**config.mk**
```make
export PLATFORM = sky130hd
export DESIGN_NAME = disp7s_scan_flat
export DESIGN_NICKNAME = d
export VERILOG_FILES = /design/src/rtl/disp7s_scan_if.sv /design/src/rtl/disp7s_scan.sv /design/src/flat_wrapper.sv
export SDC_FILE = /design/constraint.sdc
export NUM_CORES = 1
export LEC_CHECK = 0
export CAP_MARGIN = 20
export CORE_MARGIN = 4
export CORE_UTILIZATION = 51
export CTS_CLUSTER_SIZE = 14
export DETAILED_ROUTE_END_ITERATION = 10
export PLACE_DENSITY = 0.75
export RECOVER_POWER = 100
export SLEW_MARGIN = 10
export SYNTH_ARGS = -nofsm -noshare
export SYNTH_HDL_FRONTEND = slang
export SYNTH_SLANG_ARGS = --single-unit
export TNS_END_PERCENT = 5
```
**constraint.sdc**
```tcl
create_clock -name clk -period 2.95 [get_ports clk]
set_clock_uncertainty 0.2 [all_clocks]
set_input_delay 0.59 -clock clk [delete_from_list [all_inputs] [get_ports clk]]
set_output_delay 0.59 -clock clk [all_outputs]
set_load 0.02 [all_outputs]
```
**src/rtl/disp7s_scan_if.sv**
```systemverilog
// Bus bundle between a display-data producer and the disp7s_scan controller.
// The producer drives the frame data and controls. The controller drives the
// decoder nibble, the digit selects and the frame marker.
interface disp7s_scan_if #(
  parameter int DIGITS = 4
);
  logic                  load;
  logic [4*DIGITS-1:0]   data;
  logic                  lz_en;
  logic [3:0]            nibble;
  logic [DIGITS-1:0]     an;
  logic                  frame;

  modport master (output load, data, lz_en, input nibble, an, frame);
  modport slave  (input load, data, lz_en, output nibble, an, frame);
endinterface

```
**src/rtl/disp7s_scan.sv**
```systemverilog
// Time-multiplexed scan controller for a multi-digit 7-segment display.
// It shows one digit per slot, blanks the start of each slot against ghosting,
// and swaps in new frame data only at frame boundaries.
//
// r_cnt/r_idx hold the slot position that the *next* clock edge will present.
// Every output is registered from that position and from the display value
// that is valid after the edge. An edge is a frame start when r_cnt and
// r_idx are both zero.
module disp7s_scan #(
  parameter int DIGITS   = 4,
  parameter int PRESCALE = 50000,
  parameter int BLANK    = 16
) (
  input logic           clk,
  input logic           rst_n,
  disp7s_scan_if.slave  bus
);
  localparam int CW = (PRESCALE > 1) ? $clog2(PRESCALE) : 1;
  localparam int IW = (DIGITS > 1) ? $clog2(DIGITS) : 1;
  localparam int DW = 4 * DIGITS;

  localparam logic [CW-1:0] CNT_LAST = CW'(PRESCALE - 1);
  localparam logic [IW-1:0] IDX_LAST = IW'(DIGITS - 1);

  logic [CW-1:0]     r_cnt;
  logic [IW-1:0]     r_idx;
  logic [DW-1:0]     r_disp;
  logic [DW-1:0]     r_shad;
  logic              r_pend;
  logic              r_started;
  logic [3:0]        r_nibble;
  logic [DIGITS-1:0] r_an;
  logic              r_frame;

  logic [CW-1:0]     w_cnt_next;
  logic [IW-1:0]     w_idx_next;
  logic [DW-1:0]     w_disp_next;
  logic [DW-1:0]     w_shad_next;
  logic              w_pend_next;
  logic              w_frame_edge;
  logic [DIGITS-1:0] w_supp;
  logic              w_show;
  logic [3:0]        w_nibble_next;
  logic [DIGITS-1:0] w_an_next;

  assign w_frame_edge = (r_cnt == '0) && (r_idx == '0);

  // Slot counter and digit index advance.
  always_comb begin
    // NOTE: every combinational output gets a default first, so no path can
    // leave it unassigned and infer a latch.
    w_cnt_next = r_cnt + 1'b1;
    w_idx_next = r_idx;
    if (r_cnt == CNT_LAST) begin
      w_cnt_next = '0;
      w_idx_next = (r_idx == IDX_LAST) ? '0 : r_idx + 1'b1;
    end
  end

  // Double buffer: loads are parked in the shadow until a frame start. A load
  // on the frame-start edge itself goes straight to the display.
  always_comb begin
    w_disp_next = r_disp;
    w_shad_next = r_shad;
    w_pend_next = r_pend;
    if (w_frame_edge) begin
      if (bus.load) begin
        w_disp_next = bus.data;
      end else if (r_pend) begin
        w_disp_next = r_shad;
      end
      w_pend_next = 1'b0;
    end else if (bus.load) begin
      w_shad_next = bus.data;
      w_pend_next = 1'b1;
    end
  end

  // Leading-zero suppression: scan down from the top digit while every digit
  // seen so far is zero. Digit 0 always stays lit.
  always_comb begin
    logic v_zero;
    v_zero = 1'b1;
    w_supp = '0;
    for (int i = DIGITS - 1; i >= 0; i--) begin
      v_zero = v_zero && (w_disp_next[4*i +: 4] == 4'h0);
      if (i != 0) w_supp[i] = bus.lz_en && v_zero;
    end
  end

  // Output decode from the next-state slot position and display value.
  always_comb begin
    w_nibble_next = w_disp_next[{r_idx, 2'b00} +: 4];
    w_show        = (int'(r_cnt) >= BLANK) && !w_supp[r_idx];
    w_an_next     = w_show ? (DIGITS'(1) << r_idx) : '0;
  end

  // State and registered outputs. Reset clears everything, including any pending load.
  always_ff @(posedge clk or negedge rst_n) begin
    if (!rst_n) begin
      r_cnt     <= '0;
      r_idx     <= '0;
      r_disp    <= '0;
      r_shad    <= '0;
      r_pend    <= 1'b0;
      r_started <= 1'b0;
      r_nibble  <= '0;
      r_an      <= '0;
      r_frame   <= 1'b0;
    end else begin
      // NOTE: non-blocking assignments, so every register samples the
      // pre-edge values no matter the statement order.
      r_cnt     <= w_cnt_next;
      r_idx     <= w_idx_next;
      r_disp    <= w_disp_next;
      r_shad    <= w_shad_next;
      r_pend    <= w_pend_next;
      r_started <= 1'b1;
      r_nibble  <= w_nibble_next;
      r_an      <= w_an_next;
      r_frame   <= w_frame_edge && r_started;
    end
  end

  assign bus.nibble = r_nibble;
  assign bus.an     = r_an;
  assign bus.frame  = r_frame;
endmodule

```
**src/flat_wrapper.sv**
```systemverilog
// flat-port wrapper written by rule: the top's interface ports become plain ports
module disp7s_scan_flat 
#(
  parameter int DIGITS   = 4,
  parameter int PRESCALE = 50000,
  parameter int BLANK    = 16
)
  (clk, rst_n, bus_load, bus_data, bus_lz_en, bus_nibble, bus_an, bus_frame);
  disp7s_scan_if #(.DIGITS(DIGITS)) bus_i ();
  input logic clk;
  input logic rst_n;
  input wire logic [$bits(bus_i.load)-1:0] bus_load;
  input wire logic [$bits(bus_i.data)-1:0] bus_data;
  input wire logic [$bits(bus_i.lz_en)-1:0] bus_lz_en;
  output wire logic [$bits(bus_i.nibble)-1:0] bus_nibble;
  output wire logic [$bits(bus_i.an)-1:0] bus_an;
  output wire logic [$bits(bus_i.frame)-1:0] bus_frame;
  assign bus_i.load = bus_load;
  assign bus_i.data = bus_data;
  assign bus_i.lz_en = bus_lz_en;
  assign bus_nibble = bus_i.nibble;
  assign bus_an = bus_i.an;
  assign bus_frame = bus_i.frame;
  disp7s_scan #(.DIGITS(DIGITS), .PRESCALE(PRESCALE), .BLANK(BLANK)) u_core (.clk(clk), .rst_n(rst_n), .bus(bus_i));
endmodule
```
# Word level (Yosys, flattened, before mapping)
# Index checks and enable logic that the tools add are counted.
# Widths: inputs -> output; s select.
[classes] n_reduce_logical=16 order_cmp=2 n_mux=10 shift=2 n_bitwise=1 n_eq_ne=2 add_sub_neg=2
[ops] cell="$mux 16" n=4
[ops] cell="$add 16x1->16 const B" n=1
[ops] cell="$eq 16x16->1 const B" n=1
[ops] cell="$ge 16x5->1 const B" n=1
[ops] cell="$logic_not 16->1" n=1
[ops] cell="$shiftx 16x5->4" n=1
[ops] cell="$logic_not 4->1" n=3
[ops] cell="$logic_and 1x1->1" n=8
[ops] cell="$mux 4" n=1
[ops] cell="$shl 1x2->4 const A" n=1
[ops] cell="$lt 2x3->1 const B" n=1
[ops] cell="$mux 1" n=3
[ops] cell="$add 2x1->2 const B" n=1
[ops] cell="$bmux 1 s2" n=1
[ops] cell="$eq 2x2->1 const B" n=1
[ops] cell="$logic_not 2->1" n=1
[ops] cell="$mux 2" n=1
[ops] cell="$reduce_and 2->1" n=1
[ops] cell="$reduce_bool 2->1" n=1
[ops] cell="$logic_not 1->1" n=1
[ops] cell="$not 1->1" n=1
[word_totals] ff_bits=61 output_inout_bits=9

# Logic depth before layout (Yosys ltp)
# Gate-level depths: netlist of the first run.
[logic_depth] word_depth=12 mapped_depth=12 ltp_nobuf=10

# Worst setup path after synthesis of the first run
# Ideal clock, no wire load.
[synth_timing] kind="register -> register" from="register u_core.r_idx[0]" to="register u_core.r_an[0], in the netlist u_core.bus.an[0]" path_stages_with_launch=13 required_time_ps=2627 t_arrival_ps=2484 synth_period_minus_slack_ps=2807 setup_time_ps=123 path_slack_ps=143 path_cell_list="dfrtp_1 > buf_4 > inv_1 > ha_1 > nor4bb_1 > buf_8 > and4_2 > mux2i_1 > nand3_1 > a211oi_1 > nand4_1 > a21oi_2 > nor2_1"
[synth_via] elab_chain_cells=12
[synth_lines] item="start, declared" line_no="disp7s_scan.sv:26" text="logic [IW-1:0] r_idx;"
[synth_lines] item="start signal, assigned" line_no="disp7s_scan.sv:114" text="r_idx <= w_idx_next;"
[synth_lines] item="$logic_not 2->1" line_no="disp7s_scan.sv:46" text="assign w_frame_edge = (r_cnt == '0) && (r_idx == '0);"
[synth_lines] item="$logic_and 1x1->1" line_no="disp7s_scan.sv:46"
[synth_lines] item="$mux 16" line_no="disp7s_scan.sv:66" text="if (w_frame_edge) begin"
[synth_lines] item="$logic_not 4->1" line_no="disp7s_scan.sv:86" text="v_zero = v_zero && (w_disp_next[4*i +: 4] == 4'h0);"
[synth_lines] item="$logic_and 1x1->1 (2 in a row)" line_no="disp7s_scan.sv:86"
[synth_lines] item="$logic_and 1x1->1" line_no="disp7s_scan.sv:87" text="if (i != 0) w_supp[i] = bus.lz_en && v_zero;"
[synth_lines] item="$bmux 1 s2" line_no="disp7s_scan.sv:94" text="w_show = (int'(r_cnt) >= BLANK) && !w_supp[r_idx];"
[synth_lines] item="$mux 1 (implied by the code)" line_no="disp7s_scan.sv:94"
[synth_lines] item="$logic_not 1->1" line_no="disp7s_scan.sv:94"
[synth_lines] item="$logic_and 1x1->1" line_no="disp7s_scan.sv:94"
[synth_lines] item="$mux 4 *" line_no="disp7s_scan.sv:95" text="w_an_next = w_show ? (DIGITS'(1) << r_idx) : '0;"
[synth_lines] item="named net u_core.w_an_next[0]" line_no="disp7s_scan.sv:44" text="logic [DIGITS-1:0] w_an_next;"
[synth_lines] item="end signal, assigned" line_no="disp7s_scan.sv:120" text="r_an <= w_an_next;"
[synth_lines] item="end, declared" line_no="disp7s_scan.sv:32" text="logic [DIGITS-1:0] r_an;"
# Mark *: on every way through the listed nets, which the timed path passes. The rest lies on a longest branch. The select of a mux whose other input is x is not followed.
# A chain may end at the register's enable or synchronous reset.

# Worst setup path after layout of the first run
[layout_timing] from="register u_core.r_cnt[12]" to="register u_core.r_an[0], in the netlist u_core.bus.an[0]"
[layout_via] elab_chain_cells=12
[layout_lines] item="start, declared" line_no="disp7s_scan.sv:25" text="logic [CW-1:0] r_cnt;"
[layout_lines] item="start signal, assigned" line_no="disp7s_scan.sv:113" text="r_cnt <= w_cnt_next;"
[layout_lines] item="$logic_not 16->1" line_no="disp7s_scan.sv:46"
[layout_lines] item="$logic_and 1x1->1" line_no="disp7s_scan.sv:46"
[layout_lines] item="$mux 16" line_no="disp7s_scan.sv:66"
[layout_lines] item="$logic_not 4->1" line_no="disp7s_scan.sv:86"
[layout_lines] item="$logic_and 1x1->1 (2 in a row)" line_no="disp7s_scan.sv:86"
[layout_lines] item="$logic_and 1x1->1" line_no="disp7s_scan.sv:87"
[layout_lines] item="$bmux 1 s2" line_no="disp7s_scan.sv:94"
[layout_lines] item="$mux 1 (implied by the code)" line_no="disp7s_scan.sv:94"
[layout_lines] item="$logic_not 1->1" line_no="disp7s_scan.sv:94"
[layout_lines] item="$logic_and 1x1->1 *" line_no="disp7s_scan.sv:94"
[layout_lines] item="$mux 4 *" line_no="disp7s_scan.sv:95"
[layout_lines] item="named net u_core.w_an_next[0]" line_no="disp7s_scan.sv:44"
# Marked as above.

==> run_results.csv, run 1 <==
group,metric,value,unit
timing,rsz0062_at_grt,"no",
power_and_ir_drop,max-vdd-ir-drop,0.0004327,V
floorplan,dieHeight,85.64,um
cells_and_area,num_antenna_cells,0,
route,drt_first_iter_violations,164,
timing,timing.final.crit_period,2.748,ns
floorplan,start_util,52.23,%
worst_setup_path,worst_r2r_startpoint,"u_core.r_cnt[12]$_DFF_PN0_",
timing,hold_violations,0,
hold_path,hold_path_depth,1,
synth,cell_area_synth,3074,um^2
floorplan,chipWidth,85.64,um
hold_path,min_path_type,"flop to flop",
route,totalWireLength,6744,um
outcome,failed_checks,"capacitance limit, slew limit",
cells_and_area,layout.core_utilization,61.54,%
route,detail_route.drc_violations,0,
hold_path,worst_hold_startpoint,"u_core.r_started$_DFF_PN0_",
floorplan,fp-row-count,28,
clock_network,root_buffer,"clkbuf_8",
synth,synthesis.nets,302,
synth,yosys_warnings,0,
clock_network,cts_htree_levels,3,
synth,synth_area_leaders,"dfrtp_1 50%, mux2_2 5.1%, nand3_1 3.3%, mux4_2 2.9%, nor2_1 2.7%",
synth,synthesis.area_per_instance,11.14,um^2
floorplan,floorplan.die_area,7334,um^2
route,drt-wirelength-per-cell,17.03,um
timing,min_period_over_period,93.14,%
synth,cell_types_with_the_highest_counts_after_synthesis,"61 x dfrtp_1, 22 x nor2_1, 20 x nand3_1, 17 x nand2_1",
timing,timing_worst_slew_pin_value,1.531,ns
route,ant_nets,0,
cells_and_area,layout.nets,342,
synth,post-synth-top-area-cell,"dfrtp_1",
placement,dp_area,3475,um^2
timing,final-max-slew-violation-count,30,
clock_network,clk_pin_slew,0.07,ns
clock_network,cts_tree,"yes",
worst_setup_path,cp.required,2.95,ns
synth,number_of_enable_flip_flop_cells_after_synthesis,0,
placement,numPortBuffers,28,
synth,ys_async_sr_fraction,100.0,%
worst_setup_path,worst-path-buf-inv,0,
route,vias_per_cell,5.775,
worst_setup_path,worst_r2r_path_depth,8,
worst_setup_path,setup.reg_to_reg.worst_slack,0.20,ns
floorplan,ports,29,
worst_setup_path,type_of_origin_of_the_critical_path,"flop",
placement,dp_hpwl,4851,um
global_route,grt.overflow.total,0,
worst_setup_path,worst_r2r_endpoint,"u_core.bus.an[0]$_DFF_PN0_",
synth,synth_ff_type,"dfrtp_1",
clock_network,cts_buffer_depth,2,
clock_network,cts_buffers,9,
timing,fin_setup_tns,0,ns
synth,synth_seq_cells,61,
timing,clock.fmax,364.0,MHz
worst_setup_path,worst-setup-path-type,"flop to flop",
floorplan,coreArea,5886,um^2
worst_setup_path,cpPeakStageDelay,0.45,ns
cells_and_area,design_area,3622,um^2
clock_network,clkLatencyLatePin,0.33,ns
synth,synth.most_common_cell,"dfrtp_1",
route,firstDrtPassIters,4,
worst_setup_path,crit_path_max_delay_family,"simple AND/OR/NAND/NOR gates",
synth,netlist_cell_types,53,
job,maxCapViolCount,1,
worst_setup_path,arrival,2.75,ns
timing,relSlewSlack,-2.083,%
route,num_vias,2287,
global_route,track_usage,19.96,%
global_route,grt_start_max_net_pins,34,
synth,syn-instance-count,276,
power_and_ir_drop,leakage,1.527,nW
clock_network,cts_hold_buffers,0,
synth,yosysSeqAreaShare,49.65,%
hold_path,whs_endpoint,"u_core.bus.frame$_DFF_PN0_",
worst_setup_path,endpoint_kind,"flop",
global_route,wire_length_of_the_first_global_routing_pass,11410,um
worst_setup_path,crit_path_cell_trace,"nor4_4, nand4b_2, nor4b_2, o21bai_1, a211oi_1, nand4_1, a21oi_2, nor2_1",
cells_and_area,layout-drive-gt1-share,19.31,%
worst_setup_path,critPathMaxFanout,10,
placement,gp_congestion,0.9267,
outcome,status,"finished, violations left",
clock_network,cts_sinks,61,
cells_and_area,flow.area_growth_from_synthesis,17.83,%
power_and_ir_drop,p_per_area,474.5,nW/um^2
global_route,via_count_of_the_first_global_routing_pass,2363,
synth,synth_top_area_share,49.65,%
global_route,grt_antenna_before_repair,0,
timing,finalSetupViolCount,0,
worst_setup_path,worst_path_max_delay_cell,"dfrtp_1",
[how the worst max path moves through the flow]
stage / from / endpoint / slack (ns) / cells after the start
CTS: u_core.r_cnt[0]$_DFF_PN0_ / u_core.bus.an[0]$_DFF_PN0_ / 0.17 / 9
global placement: bus_load / u_core.bus.an[1]$_DFF_PN0_ / 0.08 / 9
detailed placement: bus_load / u_core.bus.an[0]$_DFF_PN0_ / 0.01 / 9
finish: u_core.r_cnt[12]$_DFF_PN0_ / u_core.bus.an[0]$_DFF_PN0_ / 0.20 / 8
floorplan: u_core.r_idx[0]$_DFFE_PN0N_ / u_core.bus.an[0]$_DFF_PN0_ / 0.14 / 12
global route: u_core.r_cnt[0]$_DFF_PN0_ / u_core.bus.an[3]$_DFF_PN0_ / 0.005 / 9
[cell usage in the layout (no fill, tap or decap), types with 4 or more instances in the layout]
cell type / count
a21oi_1: 14
xnor2_1: 4
dfrtp_1: 61
nand4_1: 4
a221o_1: 7
o21ai_0: 9
nor2_1: 22
clkdlybuf4s50_1: 18
clkbuf_8: 9
nand2b_1: 12
xor2_1: 9
nand3_1: 20
dlygate4sd3_1: 9
and3_1: 4
clkinv_2: 4
buf_4: 10
clkbuf_1: 6
nand2_1: 17
ha_1: 6
mux2_2: 14
mux4_2: 4
inv_1: 10
[metal layers]
layer	share of wire [%]	GRT usage (%)
met5	0	0
met4	1.7	7.914
met3	4.7	5.187
met2	50	32.13
met1	44	25.83
[cells by family (layout without fill, tap and decap cells)]
| family | after synthesis | count (layout) | share of synthesized area [%] |
|---|---|---|---|
| fa+ha+maj | 6 | 6 | 2.442 |
| mux | 20 | 20 | 8.710 |
| other cells | 1 | 1 | 0.1220 |
| simple gates | 104 | 104 | 19.50 |
| flops | 61 | 61 | 49.65 |
| buf+inv | 24 | 69 | 4.680 |
| compound gates | 47 | 47 | 11.19 |
| xor+xnor | 13 | 13 | 3.704 |
[state kept, by name (all words and copies together) (netlist names)]
| register | count |
|---|---|
| u_core.bus.an | 4 |
| u_core.bus.frame | 1 |
| u_core.bus.nibble | 4 |
| u_core.r_cnt | 16 |
| u_core.r_disp | 16 |
| u_core.r_idx | 2 |
| u_core.r_pend | 1 |
| u_core.r_shad | 16 |
| u_core.r_started | 1 |
[where the power goes]
| part | switching (mW) | internal, mW |
|---|---|---|
| logic | 0.0845 | 0.0908 |
| clock network | 0.315 | 0.299 |
| registers | 0.0356 | 0.893 |
| total | 0.435 | 1.28 |
[area by class of cell]
class	count	area [um^2]
Clock buffer	11	131.4
Clock inverter	5	27.53
Fill cell	486	2263
Inverter	10	37.54
Multi-Input combinational cell	191	1420
Sequential cell	61	1526
Tap cell	75	93.84
Timing Repair Buffer	43	385.4
[what timing repair did]
| action | in CTS | in global routing |
|---|---|---|
| gates resized for setup | 0 | 3 |
| setup endpoints to repair | 0 | 4 |
| buffers inserted | 0 | 0 |
[per-stage QoR]
stage	hold WS, ns	std cells	power [mW]	worst slack, ns
global route	0.3066	396	1.793	0.005028
CTS	0.1071	396	1.741	0.1651
floorplan	0.09441	276	1.028	0.1435
detailed placement	0.2804	380	1.126	0.01152
finish	0.2993	396	1.719	0.2024
global placement	0.2754	380	1.120	0.07784
(Power assumes the default switching activity.)
==> run 2: changes to the inputs <==
--- a/config.mk
+++ b/config.mk
@@ -6,11 +6,12 @@
 export NUM_CORES = 1
 export LEC_CHECK = 0
 export CAP_MARGIN = 20
-export CORE_MARGIN = 4
+export CORE_MARGIN = 3
 export CORE_UTILIZATION = 51
 export CTS_CLUSTER_SIZE = 14
 export DETAILED_ROUTE_END_ITERATION = 10
-export PLACE_DENSITY = 0.75
+export GPL_TIMING_DRIVEN = 0
+export PLACE_DENSITY = 0.83
 export RECOVER_POWER = 100
 export SLEW_MARGIN = 10
 export SYNTH_ARGS = -nofsm -noshare
==> run_results.csv, run 2 (synthesis gave the netlist of run 1 again) <==
group,metric,value,unit
timing,timing_worst_slew_pin_value,1.483,ns
timing,hold_violations,0,
route,drt_first_iter_violations,234,
route,vias_per_cell,6.233,
clock_network,cts_buffers,9,
power_and_ir_drop,leakage,1.554,nW
placement,dp_hpwl,4818,um
timing,final.hold.worst_slack,0.2921,ns
timing,fin_ws,-0.04145,ns
global_route,wire_length_of_the_first_global_routing_pass,11930,um
placement,numPortBuffers,28,
cells_and_area,flow.area_growth_from_synthesis,21.08,%
timing,min_period_over_period,101.4,%
timing,fin_setup_tns,-0.1405,ns
timing,finalSetupViolCount,4,
worst_setup_path,endpoint_kind,"flop",
cells_and_area,final-seq-area,1526,um^2
cells_and_area,leading_cell_types_in_the_layout_fill_and_taps_excluded,"61 x dfrtp_1, 27 x clkdlybuf4s50_1, 21 x nor2_1, 20 x nand3_1, 16 x nand2_1",
clock_network,cts_htree_levels,3,
floorplan,chipWidth,83.64,um
power_and_ir_drop,p_per_area,483.1,nW/um^2
worst_setup_path,worst_path_max_delay_cell,"dfrtp_1",
clock_network,cts_buffer_depth,2,
placement,dp_slack,-0.3458,ns
global_route,grt_start_max_net_pins,62,
worst_setup_path,type_of_origin_of_the_critical_path,"flop",
clock_network,cts_hold_buffers,0,
cells_and_area,top_regs,"u_core.r_cnt x16, u_core.r_disp x16, u_core.r_shad x16",
outcome,status,"finished, violations left",
clock_network,clk_pin_slew,0.06,ns
job,maxCapViolCount,0,
timing,timing.final.crit_period,2.991,ns
worst_setup_path,worst-setup-path-type,"flop to flop",
route,ant_nets,0,
global_route,grt_antenna_before_repair,0,
worst_setup_path,worst-path-buf-inv,3,
floorplan,ports,29,
clock_network,root_buffer,"clkbuf_8",
worst_setup_path,crit_path_max_delay_family,"simple AND/OR/NAND/NOR gates",
placement,gp_congestion,0.8773,
cells_and_area,layout.core_utilization,65.59,%
route,num_vias,2462,
route,firstDrtPassIters,5,
outcome,failed_checks,"setup timing",
route,drt-wirelength-per-cell,19.05,um
timing,clock.fmax,334.3,MHz
clock_network,cts_tree,"yes",
cells_and_area,num_antenna_cells,0,
cells_and_area,commonest_non_fill_non_tap_cell_in_the_layout,"dfrtp_1",
global_route,via_count_of_the_first_global_routing_pass,2439,
floorplan,start_util,54.17,%
cells_and_area,layout.nets,345,
global_route,track_usage,21.72,%
cells_and_area,multiInputGateArea,1474,um^2
worst_setup_path,arrival,3.01,ns
clock_network,cts_sinks,61,
cells_and_area,layout-drive-gt1-share,21.67,%
floorplan,dieHeight,83.64,um
timing,rsz0062_at_grt,"yes",
floorplan,floorplan.die_area,6996,um^2
global_route,grt.overflow.total,0,
cells_and_area,fillCellCount,419,
timing,final-max-slew-violation-count,0,
power_and_ir_drop,max-vdd-ir-drop,0.0003324,V
floorplan,fp-row-count,27,
worst_setup_path,critPathMaxFanout,7,
route,totalWireLength,7524,um
clock_network,clkLatencyLatePin,0.34,ns
route,detail_route.drc_violations,0,
floorplan,coreArea,5675,um^2
worst_setup_path,crit_path_cell_trace,"buf_4, clkinvlp_4, ha_1, nor4bb_4, buf_8, and4_2, mux2i_2, nand3_1, a211oi_2, nand4_1, a21oi_4, nor2_1",
worst_setup_path,cp.required,2.97,ns
hold_path,min_path_type,"flop to flop",
timing,relSlewSlack,1.102,%
worst_setup_path,cpPeakStageDelay,0.39,ns
run 2: worst reg2reg max path: stages, from the launching register on:
cell and delay, ns:
dfrtp_1 0.39, buf_4 0.18, clkinvlp_4 0.09, ha_1 0.20, nor4bb_4 0.25, buf_8 0.17
and4_2 0.29, mux2i_2 0.28, nand3_1 0.12, a211oi_2 0.20, nand4_1 0.19, a21oi_4 0.24
nor2_1 0.08
run 2: metrics by stage:
step,power [mW],instance area [um^2],instances
final,1.798,3722,395
after floorplan,1.028,3074,276
after global routing,1.867,3722,395
after detailed placement,1.120,3442,376
after CTS,1.795,3670,392
after global placement,1.113,3445,376
run 2: cell type report:
| class | instances | area share [%] |
|---|---|---|
| timing repair buffer | 32 | 8.202 |
| tap | 72 | 2.420 |
| clock inverter | 1 | 0.1345 |
| clock buffer | 14 | 4.639 |
| inverter | 10 | 1.109 |
| sequential | 61 | 41.01 |
| multi-input combinational | 191 | 39.60 |
| buffer | 14 | 2.891 |
run 2: layer usage:
metal | part of all wire, % | GRT usage, % | vias up
li1 | - | - | 1083
met1 | 39 | 26.08 | 1199
met2 | 50 | 35.00 | 137
met3 | 7.3 | 6.515 | 43
met4 | 4.0 | 11.70 | 0
met5 | 0 | 0 | -
run 2: final timing paths:
check	from	endpoint	slack, ns	cells after the start
max	u_core.r_idx[0]$_DFFE_PN0N_	u_core.bus.an[3]$_DFF_PN0_	-0.04	12
min	u_core.r_started$_DFF_PN0_	u_core.bus.frame$_DFF_PN0_	0.29	1
max reg2reg	u_core.r_idx[0]$_DFFE_PN0N_	u_core.bus.an[3]$_DFF_PN0_	-0.04	12
min reg2reg	u_core.r_started$_DFF_PN0_	u_core.bus.frame$_DFF_PN0_	0.29	1
max in group asynchronous	rst_n	u_core.r_disp[8]$_DFF_PN0_	1.26	1
min in group asynchronous	rst_n	u_core.r_shad[10]$_DFFE_PN0P_	0.40	1
run 2: timing repair:
action	in CTS	in global routing
endpoints found under the hold margin	0	0
setup endpoints to repair	14	14
gates resized for setup	8	7
setup buffers	1	3
pin swaps	1	2
run 2: power breakdown:
group	total (mW)	switching (mW)	internal, mW
logic	0.189	0.0915	0.0978
clock network	0.679	0.311	0.368
registers	0.930	0.0361	0.894
